<file path="config.mk">
export PLATFORM = sky130hd
export DESIGN_NAME = pc_fetch_unit_flat
export DESIGN_NICKNAME = d
export VERILOG_FILES = /design/src/rtl/pc_fetch_unit_if.sv /design/src/rtl/pc_fetch_unit.sv /design/src/flat_wrapper.sv
export SDC_FILE = /design/constraint.sdc
export NUM_CORES = 1
export LEC_CHECK = 0
export BUFFER_PORTS_ARGS = -buffer_cell sky130_fd_sc_hd__clkbuf_2
export CORE_ASPECT_RATIO = 0.75
export CORE_UTILIZATION = 25
export DETAILED_ROUTE_END_ITERATION = 12
export PLACE_DENSITY = 0.54
export SYNTH_ARGS = -nofsm -noshare
export SYNTH_HDL_FRONTEND = slang
export SYNTH_SLANG_ARGS = --single-unit
</file>
<file path="constraint.sdc">
create_clock -name clk -period 2 [get_ports clk]
set_input_delay 0.1 -clock clk [delete_from_list [all_inputs] [get_ports clk]]
set_output_delay 0.1 -clock clk [all_outputs]
set_load 0.005 [all_outputs]
</file>
<file path="src/rtl/pc_fetch_unit_if.sv">
// rtl/pc_fetch_unit_if.sv - instruction memory read bus and decoder handshake bundle
interface pc_fetch_unit_if;
    // instruction memory read channel
    logic        mem_rd_req;
    logic [31:0] mem_addr;
    logic        mem_ack;
    logic [31:0] mem_rd_data;
    // decoder channel
    logic        instr_valid;
    logic        instr_ready;
    logic [31:0] instr;
    logic [31:0] instr_pc;

    // fetch unit side
    modport master (
        output mem_rd_req,
        output mem_addr,
        input  mem_ack,
        input  mem_rd_data,
        output instr_valid,
        input  instr_ready,
        output instr,
        output instr_pc
    );

    // memory plus decoder side
    modport slave (
        input  mem_rd_req,
        input  mem_addr,
        output mem_ack,
        output mem_rd_data,
        input  instr_valid,
        output instr_ready,
        input  instr,
        input  instr_pc
    );
endinterface

</file>
<file path="src/rtl/pc_fetch_unit.sv">
// rtl/pc_fetch_unit.sv - program counter and single-outstanding instruction fetch
module pc_fetch_unit #(
    parameter logic [31:0] RESET_PC = 32'h0000_0000
) (
    input  logic              clk,
    input  logic              rst,
    input  logic              halt,
    input  logic              branch_valid,
    input  logic [31:0]       branch_target,
    pc_fetch_unit_if.master   bus,
    output logic [31:0]       pc
);

    typedef enum logic [1:0] {
        S_FETCH,
        S_WAIT,
        S_DRAIN,
        S_HOLD
    } state_t;

    state_t      state;
    state_t      state_next;

    logic        req_q;
    logic [31:0] addr_q;
    logic        valid_q;
    logic [31:0] instr_q;
    logic [31:0] instr_pc_q;

    logic [31:0] pc_next;
    logic        req_next;
    logic [31:0] addr_next;
    logic        valid_next;
    logic [31:0] instr_next;
    logic [31:0] instr_pc_next;

    // Redirect targets are always word aligned.
    logic [31:0] branch_pc;
    assign branch_pc = {branch_target[31:2], 2'b00};

    // Word increment: each byte chunk precomputes its +1, and a chunk takes
    // it only when every lower chunk is all ones (carry-select).
    logic [29:0] word;
    logic [7:0]  inc0;
    logic [7:0]  inc1;
    logic [7:0]  inc2;
    logic [5:0]  inc3;
    logic        carry1;
    logic        carry2;
    logic        carry3;
    logic [31:0] pc_inc;

    assign word   = pc[31:2];
    assign inc0   = word[7:0]   + 8'd1;
    assign inc1   = word[15:8]  + 8'd1;
    assign inc2   = word[23:16] + 8'd1;
    assign inc3   = word[29:24] + 6'd1;
    assign carry1 = &word[7:0];
    assign carry2 = carry1 & (&word[15:8]);
    assign carry3 = carry2 & (&word[23:16]);
    assign pc_inc = {carry3 ? inc3 : word[29:24],
                     carry2 ? inc2 : word[23:16],
                     carry1 ? inc1 : word[15:8],
                     inc0,
                     2'b00};

    assign bus.mem_rd_req = req_q;
    assign bus.mem_addr   = addr_q;
    assign bus.instr_valid = valid_q;
    assign bus.instr      = instr_q;
    assign bus.instr_pc   = instr_pc_q;

    // State and datapath registers; reset abandons any outstanding request.
    always_ff @(posedge clk) begin
        if (rst) begin
            state      <= S_FETCH;
            pc         <= RESET_PC;
            req_q      <= 1'b0;
            addr_q     <= 32'h0;
            valid_q    <= 1'b0;
            instr_q    <= 32'h0;
            instr_pc_q <= 32'h0;
        end else begin
            state      <= state_next;
            pc         <= pc_next;
            req_q      <= req_next;
            addr_q     <= addr_next;
            valid_q    <= valid_next;
            instr_q    <= instr_next;
            instr_pc_q <= instr_pc_next;
        end
    end

    // Next-state and next-datapath values; a redirect wins over halt, ack and ready.
    always_comb begin
        state_next    = state;
        pc_next       = pc;
        req_next      = 1'b0;
        addr_next     = addr_q;
        valid_next    = valid_q;
        instr_next    = instr_q;
        instr_pc_next = instr_pc_q;

        case (state)
            S_FETCH: begin
                if (branch_valid) begin
                    pc_next = branch_pc;
                end else if (!halt) begin
                    req_next   = 1'b1;
                    addr_next  = pc;
                    state_next = S_WAIT;
                end
            end
            S_WAIT: begin
                if (branch_valid) begin
                    pc_next    = branch_pc;
                    state_next = bus.mem_ack ? S_FETCH : S_DRAIN;
                end else if (bus.mem_ack) begin
                    instr_next    = bus.mem_rd_data;
                    instr_pc_next = pc;
                    valid_next    = 1'b1;
                    pc_next       = pc_inc;
                    state_next    = S_HOLD;
                end
            end
            S_DRAIN: begin
                if (branch_valid) begin
                    pc_next = branch_pc;
                end
                if (bus.mem_ack) begin
                    state_next = S_FETCH;
                end
            end
            S_HOLD: begin
                if (branch_valid) begin
                    valid_next = 1'b0;
                    pc_next    = branch_pc;
                    state_next = S_FETCH;
                end else if (bus.instr_ready) begin
                    valid_next = 1'b0;
                    state_next = S_FETCH;
                end
            end
            default: begin
                state_next = S_FETCH;
            end
        endcase
    end

endmodule
</file>
<file path="src/flat_wrapper.sv">
// flat-port wrapper written by rule: the top's interface ports become plain ports
module pc_fetch_unit_flat 
#(
    parameter logic [31:0] RESET_PC = 32'h0000_0000
)
  (clk, rst, halt, branch_valid, branch_target, pc, bus_mem_rd_req, bus_mem_addr, bus_mem_ack, bus_mem_rd_data, bus_instr_valid, bus_instr_ready, bus_instr, bus_instr_pc);
  pc_fetch_unit_if bus_i ();
  input  logic clk;
  input  logic rst;
  input  logic halt;
  input  logic branch_valid;
  input  logic [31:0] branch_target;
  output logic [31:0] pc;
  output wire logic [$bits(bus_i.mem_rd_req)-1:0] bus_mem_rd_req;
  output wire logic [$bits(bus_i.mem_addr)-1:0] bus_mem_addr;
  input wire logic [$bits(bus_i.mem_ack)-1:0] bus_mem_ack;
  input wire logic [$bits(bus_i.mem_rd_data)-1:0] bus_mem_rd_data;
  output wire logic [$bits(bus_i.instr_valid)-1:0] bus_instr_valid;
  input wire logic [$bits(bus_i.instr_ready)-1:0] bus_instr_ready;
  output wire logic [$bits(bus_i.instr)-1:0] bus_instr;
  output wire logic [$bits(bus_i.instr_pc)-1:0] bus_instr_pc;
  assign bus_mem_rd_req = bus_i.mem_rd_req;
  assign bus_mem_addr = bus_i.mem_addr;
  assign bus_i.mem_ack = bus_mem_ack;
  assign bus_i.mem_rd_data = bus_mem_rd_data;
  assign bus_instr_valid = bus_i.instr_valid;
  assign bus_i.instr_ready = bus_instr_ready;
  assign bus_instr = bus_i.instr;
  assign bus_instr_pc = bus_i.instr_pc;
  pc_fetch_unit #(.RESET_PC(RESET_PC)) u_core (.clk(clk), .rst(rst), .halt(halt), .branch_valid(branch_valid), .branch_target(branch_target), .bus(bus_i), .pc(pc));
endmodule
</file>
# [Yosys cells after proc, flatten, opt, wreduce, memory -nomap -nowiden]
# Cells that the tools add are included.
[totals] wordCells=70 inputBits=70 ff_bits=132 output_inout_bits=130
[classes] reduce_logical=15 n_bitwise=5 mux=22 n_addsub=4 n_eq_ne=14
[ops] cell="32-bit two-way mux" count=3
[ops] cell="32-bit case mux with 2 select lines" count=1
[ops] cell="8-bit by 1-bit adder with 8-bit output (second input constant)" count=3
[ops] cell="8-bit AND reduction" count=3
[ops] cell="2-bit two-way mux" count=8
[ops] cell="8-bit two-way mux" count=2
[ops] cell="3-bit AND reduction" count=5
[ops] cell="2-bit inequality test (second input constant)" count=5
[ops] cell="3-bit by 2-bit inequality test with 1-bit output (second input constant)" count=3
[ops] cell="2-bit case mux with 4 select lines" count=1
[ops] cell="6-bit by 1-bit adder with 6-bit output (second input constant)" count=1
[ops] cell="6-bit two-way mux" count=1
[ops] cell="3-bit inequality test (second input constant)" count=2
[ops] cell="3-bit OR reduction" count=2
[ops] cell="1-bit two-way mux" count=5
[ops] cell="5-bit AND reduction" count=1
[ops] cell="2-bit equality test (second input constant)" count=2
[ops] cell="4-bit AND reduction" count=1
[ops] cell="1-bit NOT" count=3
[ops] cell="1-bit bitwise AND" count=2
[ops] cell="2-bit by 1-bit equality test with 1-bit output (second input constant)" count=1
[ops] cell="2-bit logical NOT" count=1
[ops] cell="2-bit by 1-bit inequality test with 1-bit output (second input constant)" count=1
[ops] cell="1-bit case mux with 2 select lines" count=1
[ops] cell="2 further kinds" count=2

# [Logic depth before layout (Yosys ltp)]
[depth] depth_word=7 depth_mapped=7 mapped_depth_nobuf=5

# [Least setup slack after synthesis]
# No wires, ideal clock.
[synth_path] kind="register -> register" startpoint="register u_core.pc[10]" endpoint="register u_core.pc[26]" path_slack_ns=-0.023 path_stages_with_launch=7 arrival_ns=1.904 required_ns=1.881 setup_time_ns=0.119 period_less_slack_ns=2.023 n_path_buf=1 path_cell_list="dfxtp_1 ha_1 nand4_2 or4_1 buf_2 a21o_4 o221a_1"
[synth_between] elab_chain_len=5
[synth_rtl] element="start, declared" line="pc_fetch_unit.sv:11" rtl="output logic [31:0] pc"
[synth_rtl] element="start signal, assigned" line="pc_fetch_unit.sv:85" rtl="pc <= pc_next;"
[synth_rtl] element="8-bit AND reduction" line="pc_fetch_unit.sv:59" rtl="assign carry2 = carry1 & (&word[15:8]);"
[synth_rtl] element="1-bit bitwise AND" line="pc_fetch_unit.sv:59"
[synth_rtl] element="1-bit bitwise AND" line="pc_fetch_unit.sv:60" rtl="assign carry3 = carry2 & (&word[23:16]);"
[synth_rtl] element="3-bit by 2-bit inequality test with 1-bit output (no source line)"
[synth_rtl] element="3-bit AND reduction (no source line)"
# Every way passes these cells.
# A chain may end at the register's enable or synchronous reset.

# [Final worst setup path]
[layout_path] startpoint="register u_core.pc[10]" endpoint="register u_core.pc[30]"
# The elaborated chain is that of the path after synthesis.

==> impl_results.md <==
* Nets at between 900 and 1000
* Worst hold path type: in -> reg
* Initial Util at 0.257
* # rows at between 40 and 50
* Die area at approximately 0.022 sq mm
* Worst EP required at around 2.3 ns
* # IOs at 200
* IO Port Bufs at about 190
* Worst-Skew Late Latency at about 0.42 ns
* Total global-route track usage at 0.161
* Remaining DRCs at 0
* Clk sinks at 126
* Final Max Slew Viols at 0
* Pwr Density at roughly 800 mW/mm^2
* Drt wl/cell at approximately 14 um
* Most frequent cell after synthesis: nand2_1
* Final setup viols at 0
* Worst hold margin at between 0.03 and 0.04 ns
* Predominant post-synthesis flop cell: dfxtp_1
* Tmin final at approximately 1.9 ns
* Placeable Area at roughly 0.020 sq mm
* Initial drt markers at between 300 and 400
* First-pass GRT wire length at roughly 27 mm
* Dpl cell area at about 0.0068 sq mm
* Fmax at between 500 and 600 MHz
* Max H-tree Level at 4
* Die height at around 130 um
* Largest net degree at the start of global routing at between 60 and 70
* GPL Wtd Cong at approximately 0.74
* Vias at about 5500
* CP endpoint kind: register
* Top cells by count, synth: 215 x nand2_1, 126 x dfxtp_1, 110 x a21oi_1
* FF+latch count, synth at between 100 and 150
* MaxCap Viol Count at 0
* Clock-pin slew on the worst setup and hold paths at 0.06 ns
* CTS Buffer Depth at 2
* Layout cell share with drive strength beyond 1 at 0.310
* P_leak at 3.23 nW
* Period utilization at 0.934
* RSZ-0062 raised after global routing: false
* Total Wirelength at approximately 17 mm
* Synth warn at 0
* Share of the core filled with cells at 0.382
* Final Cell Area at approximately 0.0078 sq mm
* Syn Std Cell Area at ~0.0053 sq mm
* Clk root buf: clkbuf_16
* Synth area leaders: dfxtp_1 48%, nand2_1 15%, a21oi_1 10%
* Synth area leader: dfxtp_1
* Fin. Hold Viols at 0
* Startpoint type of the worst setup path: register
* Clock skew at 0.00896 ns
* Synth top area share at 0.480
* Setup TNS at 0 ns
* Antenna violations before repair at 1
* Crit Path Category: reg -> reg
* Synth-to-layout area growth at 48.5%
* Vias in the first global route at around 5000
* DRT Pass-1 Iters at 4
* GRT overflow at 0
* Synth Area per Inst at between 7 and 8 sq um
* DP HPWL at 11.6 mm
* CP max FO at 7
* VDD IR-drop max at 0.000395 V
* Status: finished clean
* Asr flop ratio synth at 0
* Total power at between 6 and 7 mW
* EDFF count, synth at 0
* Number of buffers created by CTS at 17
* Die Wd at ~170 um
* Arr. time, crit path at between 2 and 2.5 ns
* Vias/cell at around 4.5
* Post-synthesis cell type count at 52
* CTS tree: yes
* Fillers at between 2000 and 2500
* Sequential area share after synthesis at 0.480
* Antenna violation net count after detailed routing at 0
* Syn Inst Count at roughly 670
[report_power, final]
group          internal [mW]  switching, mW
logic                  0.320          0.356
registers               2.58         0.0539
clock network           1.71           1.21
[cell usage in the layout, fill, tap and decap left out, types with 3 or more instances in the layout]
cell             n
o21a_1           3
nor4_1           5
clkinv_2         5
clkinv_4         4
buf_12           6
o21ai_0         18
nor3_1           8
clkbuf_2       190
conb_1           6
a31oi_1          4
and2_1           9
inv_1            8
a211oi_1        13
a21oi_1        110
ha_1             3
clkinvlp_4       3
buf_4           45
o32ai_2          3
nor2_1          16
or3_1            3
clkbuf_16       17
o31a_1           3
nor3b_1          3
o32ai_1          4
nand3_1         10
xnor2_1          5
nand2_1        214
dlygate4sd3_1   45
a311oi_1         4
dfxtp_1        124
[per-layer routing]
layer  vias up  share of wire  wire, um  track usage
met4         0         0.0075       130       0.0413
li1       2787              -         -            -
met1      2514           0.49      8540        0.217
met5         -              0         0            0
met2       156           0.44      7650        0.244
met3         9          0.063      1090       0.0536
[path summary, 6_finish.rpt]
kind / to / cells past startpoint / slack [ns] / startpoint
min reg2reg: u_core.bus.instr[4] / 2 / 0.45 / u_core.bus.instr[4]
min: u_core.pc[23] / 3 / 0.04 / branch_target[23]
max reg2reg: u_core.pc[30] / 5 / 0.13 / u_core.pc[10]
max: u_core.pc[30] / 5 / 0.13 / u_core.pc[10]
[registers in the layout, summed over array words and instances, names as in the netlist]
register and count:
u_core.bus.instr_valid 1, u_core.pc 30, u_core.state 2, u_core.bus.mem_rd_req 1, u_core.bus.instr 32, u_core.bus.instr_pc 30
u_core.bus.mem_addr 30
[critical path: stages, from the launching register on]
cell and delay, ns:
dfxtp_2 0.33, ha_2 0.22, nand4_2 0.13, or4_4 0.61, a21o_4 0.28, o32ai_2 0.23
[area by class of cell]
class / instances / area (sq um) / share of cell area
antenna: 1 / 2.50 / 0.000320
clock buffer: 18 / 429 / 0.0550
clock inverter: 14 / 121 / 0.0155
inverter: 9 / 33.8 / 0.00433
multi-input combinational: 482 / 2490 / 0.318
sequential: 126 / 2520 / 0.323
tap: 282 / 353 / 0.0452
timing repair buffer: 286 / 1860 / 0.238
[cells by family after synthesis]
family,count (synthesis),synth area share
other cells,1,0.000713
flops,126,0.480
mux,3,0.00619
buf+inv,68,0.0552
compound gates,177,0.206
simple gates,286,0.233
xor+xnor,6,0.0100
fa+ha+maj,4,0.00952
[metrics by stage]
stage	instances	setup WS, ns
floorplan	676	0.0498
global placement	1136	0.0416
detailed placement	1136	0.0370
CTS	1213	0.0169
global route	1217	0.0204
finish	1218	0.133
[timing repair]
item,in CTS,in global routing
hold buffers,45,0
endpoints found under the setup margin,0,53
resized for setup,0,1
hold endpoints to repair,45,0
buffers inserted,0,4
Power figures use the tool's default switching activity.
